<file path="src/rtl/adder_accumulator_ctrl.sv">
// Accumulator controller wrapped around an external carry-lookahead adder.
// B is loaded from the switches and Acc is cleared while idle. Each Run press
// performs one Acc <= Acc + B, captures the adder carry-out and bumps a
// 4-bit completed-addition counter.
module adder_accumulator_ctrl #(
   parameter int unsigned WIDTH = 16
) (
   input  logic             Clk,
   input  logic             Reset_n,
   input  logic [WIDTH-1:0] SW,
   input  logic             LoadB,
   input  logic             ClearA,
   input  logic             Run,
   output logic [WIDTH-1:0] Adder_A,
   output logic [WIDTH-1:0] Adder_B,
   input  logic [WIDTH-1:0] Adder_Sum,
   input  logic             Adder_Cout,
   output logic [WIDTH-1:0] Acc_Out,
   output logic [WIDTH-1:0] B_Out,
   output logic             Carry,
   output logic             Busy,
   output logic             Done,
   output logic [3:0]       Add_Count
);

   typedef enum logic [1:0] {StIdle, StAdd, StDone} state_e;

   state_e           state_q, state_d;
   logic [WIDTH-1:0] acc_q, acc_d;
   logic [WIDTH-1:0] b_q, b_d;
   logic             carry_q, carry_d;
   logic [3:0]       cnt_q, cnt_d;
   logic             run_q;
   logic             run_rise;

   assign run_rise = Run & ~run_q;

   // State register; reset lands in IDLE and aborts any addition in flight.
   always_ff @(posedge Clk or negedge Reset_n) begin
      if (!Reset_n) begin
         state_q <= StIdle;
      end else begin
         state_q <= state_d;
      end
   end

   // Next-state logic; a Run edge shared with ClearA or LoadB is dropped.
   always_comb begin
      state_d = state_q;
      unique case (state_q)
         StIdle: begin
            if (run_rise && !ClearA && !LoadB) begin
               state_d = StAdd;
            end
         end
         StAdd: begin
            state_d = StDone;
         end
         StDone: begin
            if (!Run) begin
               state_d = StIdle;
            end
         end
         default: state_d = StIdle;
      endcase
   end

   // FSM status outputs.
   always_comb begin
      Busy = 1'b0;
      Done = 1'b0;
      unique case (state_q)
         StAdd:   Busy = 1'b1;
         StDone:  Done = 1'b1;
         default: ;
      endcase
   end

   // Datapath next-state: clear/load only in IDLE, capture sum only in ADD.
   always_comb begin
      acc_d   = acc_q;
      b_d     = b_q;
      carry_d = carry_q;
      cnt_d   = cnt_q;
      unique case (state_q)
         StIdle: begin
            if (ClearA) begin
               acc_d   = '0;
               carry_d = 1'b0;
               cnt_d   = 4'd0;
            end else if (LoadB) begin
               b_d = SW;
            end
         end
         StAdd: begin
            acc_d   = Adder_Sum;
            carry_d = Adder_Cout;
            cnt_d   = cnt_q + 4'd1;
         end
         default: ;
      endcase
   end

   // Datapath registers; run_q resets high so a Run held through reset is not an edge.
   always_ff @(posedge Clk or negedge Reset_n) begin
      if (!Reset_n) begin
         acc_q   <= '0;
         b_q     <= '0;
         carry_q <= 1'b0;
         cnt_q   <= 4'd0;
         run_q   <= 1'b1;
      end else begin
         acc_q   <= acc_d;
         b_q     <= b_d;
         carry_q <= carry_d;
         cnt_q   <= cnt_d;
         run_q   <= Run;
      end
   end

   assign Adder_A   = acc_q;
   assign Adder_B   = b_q;
   assign Acc_Out   = acc_q;
   assign B_Out     = b_q;
   assign Carry     = carry_q;
   assign Add_Count = cnt_q;

endmodule

</file>
<file path="config.mk">
export PLATFORM = sky130hd
export DESIGN_NAME = adder_accumulator_ctrl
export DESIGN_NICKNAME = d
export VERILOG_FILES = /design/src/rtl/adder_accumulator_ctrl.sv
export SDC_FILE = /design/constraint.sdc
export NUM_CORES = 1
export LEC_CHECK = 0
export ABC_AREA = 1
export CAP_MARGIN = 15
export CORE_MARGIN = 3
export CORE_UTILIZATION = 25
export DETAILED_ROUTE_END_ITERATION = 10
export PLACE_DENSITY = 0.65
export SLEW_MARGIN = 20
export SYNTH_ARGS = -nofsm -noshare
export SYNTH_HDL_FRONTEND = slang
export SYNTH_SLANG_ARGS = --single-unit
export TNS_END_PERCENT = 10
</file>
<file path="constraint.sdc">
create_clock -name Clk -period 1.7 [get_ports Clk]
set_clock_uncertainty 0.15 [all_clocks]
set_input_delay 0.34 -clock Clk [delete_from_list [all_inputs] [get_ports Clk]]
set_output_delay 0.34 -clock Clk [all_outputs]
set_load 0.01 [all_outputs]
</file>
==> results.toml, run 1 <==
[status]
status = "complete, no violations"

[grt]
overflow = 0
antenna_found_initial = 0
grt_pass1_wl_um = 7740
grt_usage_pct = 11.3
grt_max_degree = 22
grt_pass1_vias = 1576

[yosys]
synth_top_area_share_pct = 52.3
yosysWarnings = 0
netlist_instances = 210
syn-cell-area_um2 = 1870
synth.area.top_cells = "dfrtp_1, nand2_1, buf_4"
synth.avg_cell_area_um2 = 8.89
synth-seq-cells = 40
yosysTopAreaCell = "dfrtp_1"
syn_nets = 249
synth_cell_types = 19
ys_seq_area_share_pct = 53.7

[worst_setup_path]
reg2reg_slack_ns = 0.38
cp-end-kind = "output pin"
required_ns = 1.21
cp-start-kind = "register"
ff2ff_path_depth = 4
critPathMaxFanout = 4
worstSetupPathType = "reg2out"
cp_data_arrival_time_ns = 1.17

[die]
design.die.area_um2 = 8540
core_um2 = 7020
die_x_um = 92.4
rows = 30
die_y_um = 92.4
start_util_pct = 26.6
pin_count = 109

[sta]
rsz0062_at_grt = "yes"
setup_viol = 0
slew_headroom_pct = 76.2
finalCritPeriodShare_pct = 97.4
slew_viol_final = 0
setup_ws_ns = 0.0435
max_clock_freq_mhz = 604
fin_setup_tns_ns = 0
fin_crit_ns = 1.66
hold_violations = 0
worstMarginPinSlew_ns = 0.357

[routing]
drtIter0Drc = 30
dr.pass1.iters = 4
postRouteAntennaNets = 0
drc_errors = 0
routedWlPerCell_um = 12.0
via_count = 1590
routed_wl_um = 4730
routed_via_density = 4.05

[placement]
io_buffers = 108
place_area_um2 = 2870
gp_congestion = 0.650
place_ws_ns = 0.0649
dp_cells = 384
hpwlAfterDp_um = 3530

[clock_tree]
cts_made_buffers = 5
cts.sinks = 40
htree_levels = 2
cts_tree = "built"
ctsRootBufferMaster = "clkbuf_8"
ctsLongestPathBuffers = 2
clk_latency_ns = 0.29
cts.clk_slew.worst_paths_ns = 0.08
post_cts_buffers = 0

[layout]
fin_cells = 393
area_delta_synth_final_pct = 57.4
antenna_cells = 0
final_util_pct = 41.9
fin_area_um2 = 2940
n_fill_cell = 740
nets = 335
drive_above_1_share_pct = 8.42

[pwr]
ir_drop_mv = 0.298
powerDensity_nw_per_um2 = 824
cellLeakagePower_nw = 1.77

[worst_hold_path]
hold_depth = 2
holdCritPathClass = "reg2reg"

[run]
drv_cap = 0
## kinds of logic (layout without fill, tap and decap cells)
group | after synthesis | in the layout | share of synthesized area, %
flip-flops | 40 | 40 | 53.7
buffers and inverters | 43 | 130 | 17.0
adder cells (fa/ha/maj) | 1 | 1 | 0.670
AO/OA/AOI/OAI | 2 | 2 | 0.737
AND/OR/NAND/NOR | 124 | 124 | 27.9
## area by class of cell
| class | count | area [um2] | area share (%) |
|---|---|---|---|
| Sequential cell | 40 | 1000 | 34.1 |
| Inverter | 4 | 15.0 | 0.511 |
| Tap cell | 96 | 120 | 4.09 |
| Clock buffer | 6 | 72.6 | 2.47 |
| Timing Repair Buffer | 118 | 1140 | 39.0 |
| Clock inverter | 2 | 35.0 | 1.19 |
| Multi-Input combinational cell | 127 | 548 | 18.7 |
## worst paths after layout
path	start	to
setup / recovery	state_q[0]$_DFFE_PN0P_	Done
max in group asynchronous	Reset_n	Acc_Out[5]$_DFFE_PN0P_
hold reg to reg	Carry$_DFFE_PN0P_	Carry$_DFFE_PN0P_
setup reg to reg	Add_Count[0]$_DFFE_PN0P_	Add_Count[2]$_DFFE_PN0P_
hold / removal	Carry$_DFFE_PN0P_	Carry$_DFFE_PN0P_
min in group asynchronous	Reset_n	Add_Count[0]$_DFFE_PN0P_
## metal layers
metal,GRT usage [%],vias to the layer above,part of all wire [%]
met5,0,-,0
met4,3.34,0,0.89
met3,4.31,5,9.5
met2,19.1,70,47
met1,13.2,725,42
li1,-,790,-
## per-stage QoR
step,power (mW),hold WS (ns)
after detailed placement,1.80,0.117
after floorplan,1.42,-0.106
after global routing,2.57,0.354
after global placement,1.78,0.119
final,2.42,0.318
after CTS,2.49,0.329
## layout by cell type (no fill, tap or decap)
cell	n
buf_12	3
buf_2	1
buf_4	6
bufinv_16	1
clkbuf_1	1
clkbuf_8	5
clkdlybuf4s15_1	1
clkdlybuf4s50_1	36
clkinv_2	1
dfrtp_1	39
dfstp_2	1
dlygate4sd2_1	59
dlygate4sd3_1	1
dlymetal6s2s_1	11
ha_1	1
inv_1	3
inv_2	1
nand2_1	95
nand2_2	1
nand2_4	1
nand3_1	20
nand4_1	1
nor2_1	2
nor2_4	2
nor3_1	1
o21ai_0	1
o21ai_2	1
or2_2	1
## repair_timing
item | CTS | global route
endpoints found under the hold margin | 11 | 0
resized for setup | 60 | 12
setup endpoints to repair | 61 | 13
hold buffers | 1 | 0
## power breakdown
part | internal [mW] | switching, mW | total (mW)
sequential | 1.04 | 0.0560 | 1.09
combinational | 0.307 | 0.266 | 0.573
clock | 0.436 | 0.322 | 0.758
total | 1.78 | 0.644 | 2.42
## synth_stat cells
library cell	instances
nand2_1	95
dfrtp_1	39
buf_4	35
nand3_1	20
buf_6	3
inv_1	3
nor2_1	2
nor2_4	2
buf_2	1
dfstp_2	1
ha_1	1
inv_2	1
nand2_2	1
nand2_4	1
nand4_1	1
nor3_1	1
o21ai_0	1
o21ai_2	1
or2_2	1
## registers in the layout (all words and copies together) (netlist names)
name and flops:
run_q 1, Adder_B 16, state_q 2, Carry 1
Acc_Out 16, Add_Count 4
## worst max-delay path, stage by stage (launching register included)
cell	delay [ns]
dfrtp_1	0.43
nor2_1	0.15
dlygate4sd2_1	0.30
Note: power is estimated with default switching activity, not from simulation.
==> run 2: changes to the inputs <==
- PLACE_DENSITY: 0.65 -> unset
==> run 2 against run 1 <==
Compared with the run above: worst hold slack better by 0.013 ns; power up 3.2%; critical path type unchanged; die area is the same; clock power grew 12%.
==> results.toml, run 2 (synthesized netlist as in run 1, its figures left out) <==
[status]
status = "complete, no violations"

[run]
drv_cap = 0

[worst_setup_path]
cp-start-kind = "register"
worstSetupPathType = "reg2out"
crit_start = "state_q[0]$_DFFE_PN0P_"
reg2reg_from = "Add_Count[0]$_DFFE_PN0P_"
reg2reg_slack_ns = 0.31
cp_data_arrival_time_ns = 1.15
cp-end-kind = "output pin"
required_ns = 1.21
cp-endpoint = "Done"
critPathMaxFanout = 4
regToRegEndpoint = "Add_Count[2]$_DFFE_PN0P_"
ff2ff_path_depth = 5

[layout]
fin_cells = 395
n_fill_cell = 766
antenna_cells = 0
drive_above_1_share_pct = 9.70
final_cell_mix = "nand2_1, dlygate4sd2_1, dfrtp_1"
fin_area_um2 = 2930
final_common_cell = "nand2_1"
nets = 337
multi_input_area_um2 = 548
area_delta_synth_final_pct = 56.9
regArea_um2 = 1000

[grt]
antenna_found_initial = 0
grt_pass1_vias = 1635
overflow = 0
grt_max_degree = 22
grt_usage_pct = 11.8
grt_pass1_wl_um = 8050

[routing]
routed_via_density = 4.04
via_count = 1597
dr.pass1.iters = 4
drc_errors = 0
routed_wl_um = 4740
drtIter0Drc = 31
routedWlPerCell_um = 12.0
postRouteAntennaNets = 0

[die]
start_util_pct = 26.6
die_y_um = 92.4
design.die.area_um2 = 8540
rows = 30
pin_count = 109
die_x_um = 92.4
core_um2 = 7020

[pwr]
ir_drop_mv = 0.397
cellLeakagePower_nw = 1.70
power.total_mw = 2.50
powerDensity_nw_per_um2 = 854

[placement]
dp_cells = 385
hpwlAfterDp_um = 3550
io_buffers = 108
place_ws_ns = 0.0457
gp_congestion = 0.676
place_area_um2 = 2870

[clock_tree]
cts_made_buffers = 5
htree_levels = 2
clk_latency_ns = 0.29
cts_tree = "built"
cts.clk_slew.worst_paths_ns = 0.08
cts.sinks = 40
ctsLongestPathBuffers = 2
ctsRootBufferMaster = "clkbuf_8"

[sta]
hold_violations = 0
max_clock_freq_mhz = 611
finalCritPeriodShare_pct = 96.2
fin_crit_ns = 1.64
slew_headroom_pct = 75.6
rsz0062_at_grt = "yes"
fin_setup_tns_ns = 0
setup_ws_ns = 0.0645
slew_viol_final = 0
setup_viol = 0
worstMarginPinSlew_ns = 0.366

[worst_hold_path]
holdCritPathClass = "reg2reg"
[run 2: critical path, cell delays in order, from the launching register on]
cell	delay [ns]
dfrtp_1	0.42
nor2_1	0.15
dlygate4sd2_1	0.29
[run 2: where the power goes]
part	internal (mW)	total (mW)	switching, mW
registers	1.04	1.09	0.0566
clock network	0.518	0.849	0.331
logic	0.292	0.559	0.267
total	1.85	2.50	0.654
[run 2: metrics by stage]
stage	util, %	hold WS [ns]
3_3_place_gp	40.9	0.126
6_report	41.7	0.331
5_1_grt	41.7	0.350
2_1_floorplan	-	-0.106
3_5_place_dp	40.9	0.139
4_1_cts	41.8	0.340
[run 2: layout make-up]
class	instances	share of cell area (%)
Inverter	4	0.513
Clock inverter	1	1.03
Timing Repair Buffer	120	38.1
Clock buffer	7	3.29
Multi-Input combinational cell	127	18.7
Tap cell	96	4.10
Sequential cell	40	34.2
[run 2: how the worst min path moves through the flow]
stage,from,to,cells past startpoint
floorplan,Reset_n,Acc_Out[0]$_DFFE_PN0P_,0
global placement,Reset_n,Adder_B[2]$_DFFE_PN0P_,1
detailed placement,Reset_n,Adder_B[2]$_DFFE_PN0P_,1
CTS,Carry$_DFFE_PN0P_,Carry$_DFFE_PN0P_,2
global route,Carry$_DFFE_PN0P_,Carry$_DFFE_PN0P_,2
finish,Carry$_DFFE_PN0P_,Carry$_DFFE_PN0P_,2
[run 2: repair_timing]
action                                 CTS  global route
gates cloned                             0             0
endpoints found under the hold margin   11             0
gates resized for setup                 71             2
hold buffers                             1             0
buffers inserted                         1             0
setup endpoints to repair               70             3
[run 2: layer usage]
metal / global-route usage, % / vias to the layer above / routed length (um)
met1: 13.8 / 735 / 1970
met2: 19.8 / 68 / 2290
met4: 3.34 / 0 / 0
met3: 4.87 / 0 / 478
li1: - / 794 / -
met5: 0 / - / 0
==> run 3: changes to the inputs <==
- CELL_PAD_IN_SITES_DETAIL_PLACEMENT: unset -> 1
- CELL_PAD_IN_SITES_GLOBAL_PLACEMENT: unset -> 1
- PLACE_DENSITY_LB_ADDON: unset -> 0.1
==> run 3 against run 2 <==
Compared with the run above: clock-buffer cell count rose by 1; cell count fell by 0.76%; via count rose by 1.1%; highest routed layer is now met4.
==> results.toml, run 3 (synthesized netlist as in run 1, its figures left out) <==
[clock_tree]
cts.clk_slew.worst_paths_ns = 0.08
post_cts_buffers = 0
clk_latency_ns = 0.29
cts_made_buffers = 5
cts.sinks = 40
cts_tree = "built"
ctsLongestPathBuffers = 2
ctsRootBufferMaster = "clkbuf_8"
htree_levels = 2

[grt]
antenna_found_initial = 0
grt_usage_pct = 12.7
grt_pass1_vias = 1734
grt_pass1_wl_um = 8580
grt_max_degree = 28
overflow = 0

[worst_hold_path]
holdCritPathClass = "reg2reg"
hold_depth = 2

[worst_setup_path]
critical-path-slowest-cell = "dfrtp_2"
cp-start-kind = "register"
worstSetupPathType = "reg2out"
cp.depth = 2
reg2reg_slack_ns = 0.29
slowest_delay_ns = 0.45
cp_data_arrival_time_ns = 1.05
critPathTopFamily = "flip-flops"
ff2ff_path_depth = 5
crit_chain = "nor2_2, clkbuf_2"
required_ns = 1.21
cp-end-kind = "output pin"
critPathBufInv = 1
critPathMaxFanout = 4

[routing]
via_count = 1615
routed_wl_um = 5100
dr.pass1.iters = 4
routedWlPerCell_um = 13.0
drc_errors = 0
routed_via_density = 4.12
drtIter0Drc = 27
postRouteAntennaNets = 0

[die]
die_y_um = 92.4
start_util_pct = 26.6
die_x_um = 92.4
rows = 30
pin_count = 109
design.die.area_um2 = 8540
core_um2 = 7020

[pwr]
power.internal_mw = 1.66
powerDensity_nw_per_um2 = 801
swShare_pct = 28.1
seqPwrFrac_pct = 47.2
cellLeakagePower_nw = 1.70
ir_drop_mv = 0.248
power_frac_comb_pct = 24.5
p_switching_uw = 650
power.total_mw = 2.31
clkPwrFrac_pct = 28.3

[status]
status = "complete, no violations"

[placement]
hpwlAfterDp_um = 3700
io_buffers = 108
gp_congestion = 0.704

[layout]
final_util_pct = 41.1
multi_input_area_um2 = 551
antenna_cells = 0
drive_above_1_share_pct = 9.46
final_common_cell = "nand2_1"
final_cell_mix = "nand2_1, dlygate4sd2_1, dfrtp_1"
regArea_um2 = 1000
n_fill_cell = 857
nets = 334
area_delta_synth_final_pct = 54.6

[sta]
hold_violations = 0
setup_viol = 0
fin_setup_tns_ns = 0
max_clock_freq_mhz = 651
fin_crit_ns = 1.54
holdWs_ns = 0.325
rsz0062_at_grt = "no"
worstMarginPinSlew_ns = 0.372
slew_viol_final = 0
slew_headroom_pct = 75.2
finalCritPeriodShare_pct = 90.4

[run]
drv_cap = 0
run 3: area by class of cell:
class	instances	share of cell area, %
clock buffers	8	3.12
flip-flops and latches	40	34.8
well taps	96	4.16
inverters	4	0.520
repair buffers	117	38.3
multi-input cells	127	19.1
run 3: path summary, 6_finish.rpt:
path,start,endpoint
worst max register to register,Add_Count[0]$_DFFE_PN0P_,Add_Count[2]$_DFFE_PN0P_
worst min-delay path,Carry$_DFFE_PN0P_,Carry$_DFFE_PN0P_
max in group asynchronous,Reset_n,state_q[0]$_DFFE_PN0P_
worst max-delay path,state_q[0]$_DFFE_PN0P_,Done
worst min register to register,Carry$_DFFE_PN0P_,Carry$_DFFE_PN0P_
min in group asynchronous,Reset_n,Acc_Out[11]$_DFFE_PN0P_
run 3: metrics by stage:
stage / cells / area (um2) / setup WS (ns)
floorplan: 210 / 1870 / 0.394
global route: 392 / 2890 / 0.0932
global placement: 383 / 2860 / 0.0454
CTS: 392 / 2880 / 0.00153
finish: 392 / 2890 / 0.163
detailed placement: 383 / 2860 / 0.0203
run 3: per-layer routing:
layer,global-route usage [%],vias to the layer above,share of wire (%)
met5,0,-,0
met4,3.71,0,1.0
met3,5.28,4,9.3
met2,20.8,68,47
met1,15.1,755,43
li1,-,788,-
run 3: power groups by stage:
stage                     Clock (mW)  Sequential (mW)  Combinational (mW)
after floorplan                    0             1.15               0.270
after global placement             0             1.12               0.676
after detailed placement           0             1.12               0.683
after CTS                      0.697             1.09               0.586
after global routing           0.741             1.11               0.623
final                          0.655             1.09               0.566
run 3: worst reg2reg max path: stages (launching register included):
cell,delay [ns]
dfrtp_1,0.39
buf_4,0.16
ha_1,0.20
or2_2,0.29
nand3_1,0.07
nand2_1,0.05
run 3: timing repair:
action	CTS	global route
cloned	0	0
setup endpoints to repair	70	7
resized for setup	68	10
hold endpoints to repair	12	0
hold buffers	1	0
